### src/rtl/scan_decoder_pkg.sv
// rtl/scan_decoder_pkg.sv - shared state encoding and mode constants for the scan decoder
package scan_decoder_pkg;

    typedef enum logic [1:0] {
        IDLE   = 2'd0,
        DIRECT = 2'd1,
        SCAN   = 2'd2
    } state_t;

    localparam logic MODE_DIRECT = 1'b0;
    localparam logic MODE_SCAN   = 1'b1;

endpackage

### src/rtl/scan_decoder_if.sv
// rtl/scan_decoder_if.sv - address offer/accept handshake between a requester and the scan decoder
interface scan_decoder_if #(
    parameter int AW = 4
);

    logic          a_valid;
    logic          a_ready;
    logic [AW-1:0] a;

    modport master (
        output a_valid,
        output a,
        input  a_ready
    );

    modport slave (
        input  a_valid,
        input  a,
        output a_ready
    );

endinterface

### src/rtl/scan_decoder_onehot.sv
// rtl/scan_decoder_onehot.sv - combinational binary to one-hot decode with out-of-range flag
module scan_decoder_onehot #(
    parameter  int NOUT = 16,
    localparam int AW   = $clog2(NOUT)
) (
    input  logic [AW-1:0]   i_bin,
    output logic [NOUT-1:0] o_onehot,
    output logic            o_oor
);

    always_comb begin
        o_onehot = '0;
        for (int i = 0; i < NOUT; i++) begin
            o_onehot[i] = (32'(i_bin) == i);
        end
    end

    // Non-power-of-two NOUT leaves codes in the address space with no output.
    assign o_oor = (32'(i_bin) >= NOUT);

endmodule

### src/rtl/scan_decoder.sv
// rtl/scan_decoder.sv - one-hot output selector with direct addressing and timed scanning
// SCAN_DECODER_BLANK_EN: insert one all-zero cycle between consecutive scan outputs.
module scan_decoder
    import scan_decoder_pkg::*;
#(
    parameter  int NOUT  = 16,
    parameter  int DWELL = 1,
    localparam int AW    = $clog2(NOUT)
) (
    input  logic            clk,
    input  logic            rst,
    input  logic            en,
    input  logic            mode,
    scan_decoder_if.slave   a_if,
    output logic [NOUT-1:0] y,
    output logic [AW-1:0]   idx,
    output logic            wrap,
    output logic            err
);

    localparam int DW = $clog2(DWELL + 1);

`ifdef SCAN_DECODER_BLANK_EN
    localparam bit BLANK_EN = 1'b1;
`else
    localparam bit BLANK_EN = 1'b0;
`endif

    state_t          r_state;
    logic [NOUT-1:0] r_y;
    logic [AW-1:0]   r_idx;
    logic            r_wrap;
    logic            r_err;
    logic [DW-1:0]   r_dwell;
    logic            r_blank;

    state_t          w_state_nx;
    logic [NOUT-1:0] w_y_nx;
    logic [AW-1:0]   w_idx_nx;
    logic            w_wrap_nx;
    logic            w_err_nx;
    logic [DW-1:0]   w_dwell_nx;
    logic            w_blank_nx;

    logic            w_a_ready;
    logic            w_at_last;
    logic [AW-1:0]   w_idx_inc;
    logic [AW-1:0]   w_dec_in;
    logic [NOUT-1:0] w_dec_y;
    logic            w_dec_oor;

    assign w_a_ready = !rst && en && (mode == MODE_DIRECT) && (r_state == DIRECT);
    assign w_at_last = (r_idx == AW'(NOUT - 1));
    assign w_idx_inc = w_at_last ? '0 : r_idx + 1'b1;

    // The single decoder serves the address in DIRECT and the upcoming index in SCAN;
    // after a blank cycle r_idx already holds the index to light.
    assign w_dec_in = (r_state == SCAN) ? (r_blank ? r_idx : w_idx_inc) : a_if.a;

    scan_decoder_onehot #(
        .NOUT (NOUT)
    ) u_onehot (
        .i_bin    (w_dec_in),
        .o_onehot (w_dec_y),
        .o_oor    (w_dec_oor)
    );

    always_comb begin
        w_state_nx = r_state;
        w_y_nx     = r_y;
        w_idx_nx   = r_idx;
        w_wrap_nx  = 1'b0;
        w_err_nx   = 1'b0;
        w_dwell_nx = r_dwell;
        w_blank_nx = r_blank;

        if (!en) begin
            w_state_nx = IDLE;
            w_y_nx     = '0;
            w_idx_nx   = '0;
            w_dwell_nx = '0;
            w_blank_nx = 1'b0;
        end else if (mode == MODE_SCAN) begin
            w_state_nx = SCAN;
            if (r_state != SCAN) begin
                w_y_nx     = NOUT'(1);
                w_idx_nx   = '0;
                w_dwell_nx = '0;
                w_blank_nx = 1'b0;
            end else if (r_blank) begin
                w_y_nx     = w_dec_y;
                w_blank_nx = 1'b0;
                w_dwell_nx = '0;
            end else if (r_dwell == DW'(DWELL - 1)) begin
                w_idx_nx   = w_idx_inc;
                w_wrap_nx  = w_at_last;
                w_dwell_nx = '0;
                if (BLANK_EN) begin
                    w_y_nx     = '0;
                    w_blank_nx = 1'b1;
                end else begin
                    w_y_nx     = w_dec_y;
                end
            end else begin
                w_dwell_nx = r_dwell + 1'b1;
            end
        end else begin
            w_state_nx = DIRECT;
            w_dwell_nx = '0;
            w_blank_nx = 1'b0;
            if (r_state != DIRECT) begin
                w_y_nx = '0;
            end else if (a_if.a_valid && w_a_ready) begin
                if (w_dec_oor) begin
                    w_y_nx   = '0;
                    w_err_nx = 1'b1;
                end else begin
                    w_y_nx   = w_dec_y;
                    w_idx_nx = a_if.a;
                end
            end
        end
    end

    always_ff @(posedge clk) begin
        if (rst) begin
            r_state <= IDLE;
            r_y     <= '0;
            r_idx   <= '0;
            r_wrap  <= 1'b0;
            r_err   <= 1'b0;
            r_dwell <= '0;
            r_blank <= 1'b0;
        end else begin
            r_state <= w_state_nx;
            r_y     <= w_y_nx;
            r_idx   <= w_idx_nx;
            r_wrap  <= w_wrap_nx;
            r_err   <= w_err_nx;
            r_dwell <= w_dwell_nx;
            r_blank <= w_blank_nx;
        end
    end

    assign a_if.a_ready = w_a_ready;
    assign y            = r_y;
    assign idx          = r_idx;
    assign wrap         = r_wrap;
    assign err          = r_err;

endmodule

### src/flat_wrapper.sv
// flat-port wrapper written by rule: the top's interface ports become plain ports
module scan_decoder_flat import scan_decoder_pkg::*;
#(
    parameter  int NOUT  = 16,
    parameter  int DWELL = 1,
    localparam int AW    = $clog2(NOUT)
)
  (clk, rst, en, mode, y, idx, wrap, err, a_if_a_valid, a_if_a, a_if_a_ready);
  scan_decoder_if #(.AW(4)) a_if_i ();
  input  logic clk;
  input  logic rst;
  input  logic en;
  input  logic mode;
  output logic [NOUT-1:0] y;
  output logic [AW-1:0] idx;
  output logic wrap;
  output logic err;
  input wire logic [$bits(a_if_i.a_valid)-1:0] a_if_a_valid;
  input wire logic [$bits(a_if_i.a)-1:0] a_if_a;
  output wire logic [$bits(a_if_i.a_ready)-1:0] a_if_a_ready;
  assign a_if_i.a_valid = a_if_a_valid;
  assign a_if_i.a = a_if_a;
  assign a_if_a_ready = a_if_i.a_ready;
  scan_decoder #(.NOUT(NOUT), .DWELL(DWELL)) u_core (.clk(clk), .rst(rst), .en(en), .mode(mode), .a_if(a_if_i), .y(y), .idx(idx), .wrap(wrap), .err(err));
endmodule
### config.mk
export PLATFORM = sky130hd
export DESIGN_NAME = scan_decoder_flat
export DESIGN_NICKNAME = d
export VERILOG_FILES = /design/src/rtl/scan_decoder_pkg.sv /design/src/rtl/scan_decoder_if.sv /design/src/rtl/scan_decoder_onehot.sv /design/src/rtl/scan_decoder.sv /design/src/flat_wrapper.sv
export SDC_FILE = /design/constraint.sdc
export NUM_CORES = 1
export LEC_CHECK = 0
export ABC_AREA = 1
export CAP_MARGIN = 20
export CELL_PAD_IN_SITES_DETAIL_PLACEMENT = 1
export CELL_PAD_IN_SITES_GLOBAL_PLACEMENT = 2
export CORE_AREA = 5 5 64 66
export CTS_CLUSTER_SIZE = 10
export DETAILED_ROUTE_END_ITERATION = 16
export DIE_AREA = 0 0 69 71
export DONT_BUFFER_PORTS = 1
export GPL_TIMING_DRIVEN = 0
export HOLD_SLACK_MARGIN = 0.05
export PLACE_DENSITY = 0.8
export SKIP_CTS_REPAIR_TIMING = 1
export SLEW_MARGIN = 40
export SYNTH_ARGS = -nofsm -noshare
export SYNTH_HDL_FRONTEND = slang
export SYNTH_SLANG_ARGS = --single-unit
### constraint.sdc
create_clock -name clk -period 2.1 [get_ports clk]
set_input_delay 0.525 -clock clk [delete_from_list [all_inputs] [get_ports clk]]
set_output_delay 0.525 -clock clk [all_outputs]
set_load 0.01 [all_outputs]
; ---- After elaboration in Yosys (flattened, before gate mapping)
; Index checks and enable logic that the tools add are counted.
[word_totals]
reg_bits = 24
inputBits = 9
output_inout_bits = 23
wordCells = 58
[op_classes]
addsub = 2
eq_ne = 22
n_mux = 13
bitwise_logic = 3
n_reduce_logical = 13
[ops]
columns = op, n
row1 = two-way mux 16 bit, 5
row2 = "== test 4 bit, second input constant", 9
row3 = two-way mux 4 bit, 7
row4 = "== test 4 x 3 -> 1 bit, second input constant", 4
row5 = OR reduction 5 bit, 2
row6 = "== test 4 x 2 -> 1 bit, second input constant", 2
row7 = "adder 4 x 1 -> 4 bit, second input constant", 1
row8 = "== test 4 x 1 -> 1 bit, second input constant", 1
row9 = logical AND 1 bit, 4
row10 = zero test 4 bit, 1
row11 = "inequality test 2 bit, second input constant", 2
row12 = "inequality test 3 bit, second input constant", 1
row13 = inverter 1 bit, 3
row14 = AND reduction 3 bit, 1
row15 = nonzero test 3 bit, 1
row16 = "== test 2 x 1 -> 1 bit, second input constant", 1
row17 = "== test 2 bit, second input constant", 1
row18 = two-way mux 2 bit, 1
row19 = "inequality test 2 x 1 -> 1 bit, second input constant", 1
row20 = AND reduction 2 bit, 1
row21 = nonzero test 2 bit, 1
row22 = OR reduction 2 bit, 1
row23 = "adder 1 bit, second input constant", 1
row24 = zero test 1 bit, 1

; ---- Longest topological paths before layout
[logic_depth]
ltp_word = 8
mapped_depth = 10
ltp_nobuf = 10

; ---- By module
; From an unflattened synthesis, not the netlist that was laid out.
[unflattened]
cells_unflattened = 291
hier_area_um2 = 1766.7
[by_module_without_submodules]
columns = mod, instances, cells_each, area_per_inst_um2, seq_area_each_um2
row1 = scan_decoder, 1, 261, 1650.3, 500.5
row2 = scan_decoder_onehot, 1, 30, 116.4, 0.0

; ---- Least setup slack after synthesis
; OpenSTA, ideal clock, no wires.
[synth_timing]
kind = input-to-output
start = input rst
end = output a_if_a_ready
arrival_ps = 1134
t_required_ps = 1575
setup_slack_ps = 441
path_stages = 4
path_buffers = 1
path_cell_list = inv_1 -> nand2_1 -> clkbuf_1 -> nor3_1
[synth_via]
elab_chain_cells = 4
[synth_lines]
columns = item, line
row1 = from (decl), flat_wrapper.sv:11  ; input logic rst;
row2 = zero test 1 bit, scan_decoder.sv:52  ; assign w_a_ready = !rst && en && (mode == MODE_DIRECT) && (r_state == DIRECT);
row3 = logical AND 1 bit (3 in series), scan_decoder.sv:52
row4 = to (decl), flat_wrapper.sv:20  ; output wire logic [$bits(a_if_i.a_ready)-1:0] a_if_a_ready;
; No other way between the ends.

; ---- Worst setup path in the final report
; Ends and elaborated chain as after synthesis.

==> results.yml <==
synth:
  netlist.area_leader.share_pct: 40.51
  synth_flop_cell: "dfxtp_1"
  syn_inst: 162
  yosysMostFrequentCell: "nand2_1"
  ys_warn_count: 0
  async_reset_ff_share_pct: 0
  synth.avg_cell_area_um2: 7.322
  synthTopCellsByArea: "dfxtp_1, nand2_1, a21oi_1"
  synth_common_cells: "nand2_1, dfxtp_1, a21oi_1, inv_1, nand3_1"
  synth_largest_area_cell: "dfxtp_1"
  ys_ff_latch: 24
  ys_seq_area_share_pct: 40.51
  synth_edf_count: 0
  synth_area_um2: 1186
  synth_cell_type_count: 28
drt:
  drt.antenna.violating_nets: 0
  drt_iter0_markers: 42
  dr_wl_met3_um: 198
  num_vias: 1033
  drt-met1-wl_mm: 1.322
  met2_length_mm: 1.440
  dr.pass1.iters: 4
  drc: 0
  drt-vias-per-instance: 4.805
  wire_per_inst_um: 14.00
  topRoutingLayerUsed: "met4"
  routed_wl_mm: 3.011
setup_path:
  cp_data_arrival_time_ns: 1.25
  max_stage_delay_ns: 0.39
  worst-setup-path-type: "primary input to output port"
  path_cells: "inv_1 > nand2_1 > clkbuf_1 > nor3_1"
  critPathCaptureType: "output port"
  crit_slowest_cell: "nor3_1"
  cp.depth: 4
  required_ns: 1.57
  reg2reg_depth: 9
  start_kind: "primary input"
  worst-path-buf-inv: 2
  critPathMaxFanout: 10
  crit_family: "simple AND/OR/NAND/NOR gates"
timing:
  setup_viol: 0
  rsz0062_at_grt: "false"
  fin_crit_ns: 1.777
  final.setup_skew_ns: 0.001558
  fmax_mhz: 562.7
  fin_tns_setup_ns: 0
  finalMaxSlewViolations: 0
  min_period_over_period_pct: 84.62
  hold_viol_final: 0
  final.setup.worst_slack_ns: 0.3229
power:
  p_leak_nw: 0.5147
  ir_drop_uv: 225.8
  power_density_nw_per_um2: 700.0
cells_and_area:
  layoutNonFillerInstCount: 215
  finalNetCount: 178
  n_antenna_cell: 0
  nFillCells: 470
  syn_to_final_growth_pct: 9.810
  drive_gt1_share_pct: 19.76
clock_tree:
  htreeDepth: 1
  clock_latency_ns: 0.32
  cts_tree: "yes"
  cts.sinks: 24
  numCtsBuffers: 3
  cts_root_buf: "clkbuf_4"
  clk_pin_slew_worst_paths_ns: 0.14
  cts_buffer_depth: 2
grt:
  grt_pass1_vias: 1050
  antenna_found_initial: 0
  grt_max_degree: 15
  track_usage_pct: 12.55
  grt.overflow.total: 0
  grt_pass1_wl_mm: 4.954
die:
  ios: 32
  num_rows: 22
  die_area_um2: 4899
  die_x_um: 69
  coreArea_um2: 3523
  start_util_pct: 33.66
  die_h_um: 71
run:
  drv_cap: 0
placement:
  gp_congestion: 0.7636
  dpl.hpwl_mm: 2.386
  preCtsSetupSlack_ns: 0.2861
  placed_cells: 211
  io_buffers: 0
hold_path:
  hold_class: "primary input to register"
  min_path_cells: 1
run_status:
  outcome: "finished clean"
sequential cells by signal, indices dropped and copies added (netlist names):
register and flops:
u_core.y 16, u_core.idx 4, u_core.r_dwell 1, u_core.r_state 2, u_core.wrap 1
worst paths after layout:
check | slack [ns] | from | endpoint
worst max-delay path | 0.32 | rst | a_if_a_ready
worst min-delay path | 0.26 | mode | u_core.r_state[0]$_SDFF_PP0_
worst max register to register | 0.38 | u_core.idx[0]$_SDFFE_PP0P_ | u_core.y[3]$_SDFFE_PP0P_
worst min register to register | 0.43 | u_core.r_dwell$_SDFF_PP0_ | u_core.wrap$_SDFF_PP0_
placed cells by master (no fill, tap or decap), drive strengths merged:
master,count
conb,2
inv,19
nand3,12
buf,3
nor4,1
nand3b,1
o21ai,7
o21a,1
clkbuf,5
ha,1
nor3,1
o211ai,1
a31oi,1
bufinv,1
a21oi,20
nor2,16
dfxtp,24
nand2,50
nand4,1
area by class of cell:
class / instances / area (um^2) / share of cell area (%)
clock inverter: 1 / 30.03 / 2.305
clock buffer: 3 / 22.52 / 1.729
sequential: 24 / 480.5 / 36.89
buffer: 5 / 31.28 / 2.402
inverter: 19 / 71.32 / 5.476
multi-input combinational: 115 / 606.8 / 46.59
tap: 48 / 60.06 / 4.611
where the power goes:
| part | switching (W) | internal [W] |
|---|---|---|
| clock | 0.000146 | 0.000193 |
| sequential | 0.00000961 | 0.000463 |
| combinational | 0.0000700 | 0.0000300 |
| total | 0.000226 | 0.000686 |
cells by family after synthesis:
family                     Yosys count  share of synthesized area, %
and+or+nand+nor                     82                         35.23
AOI/OAI and AO/OA                   30                         14.24
buffers and inverters               24                         8.650
DFF                                 24                         40.51
adders and majority gates            1                         1.055
other                                1                        0.3162
stage by stage:
stage               utilization (%)  instance area, um^2   power, W  hold WS [ns]
global route                  36.97                 1303  0.0009548        0.2484
floorplan                         -                 1190  0.0005614        0.3966
finish                        36.97                 1303  0.0009118        0.2576
global placement              35.48                 1250  0.0005802        0.4111
detailed placement            35.48                 1250  0.0005838        0.4119
CTS                           36.97                 1303  0.0009248        0.2444
routing by layer:
layer	vias up	GRT usage [%]
met4	0	5.206
met5	-	0
met1	484	14.29
met3	5	3.835
met2	20	21.82
li1	524	-
worst reg2reg max path, cell delays in order (launching register included):
cell and delay, ns:
dfxtp_1 0.50, ha_1 0.26, nand3_1 0.15, nand2_1 0.10
inv_1 0.05, nand3_2 0.10, nand2_1 0.10, nor2_2 0.18
nand3_1 0.12, a21oi_1 0.12
Power figures use the tool's default switching activity.
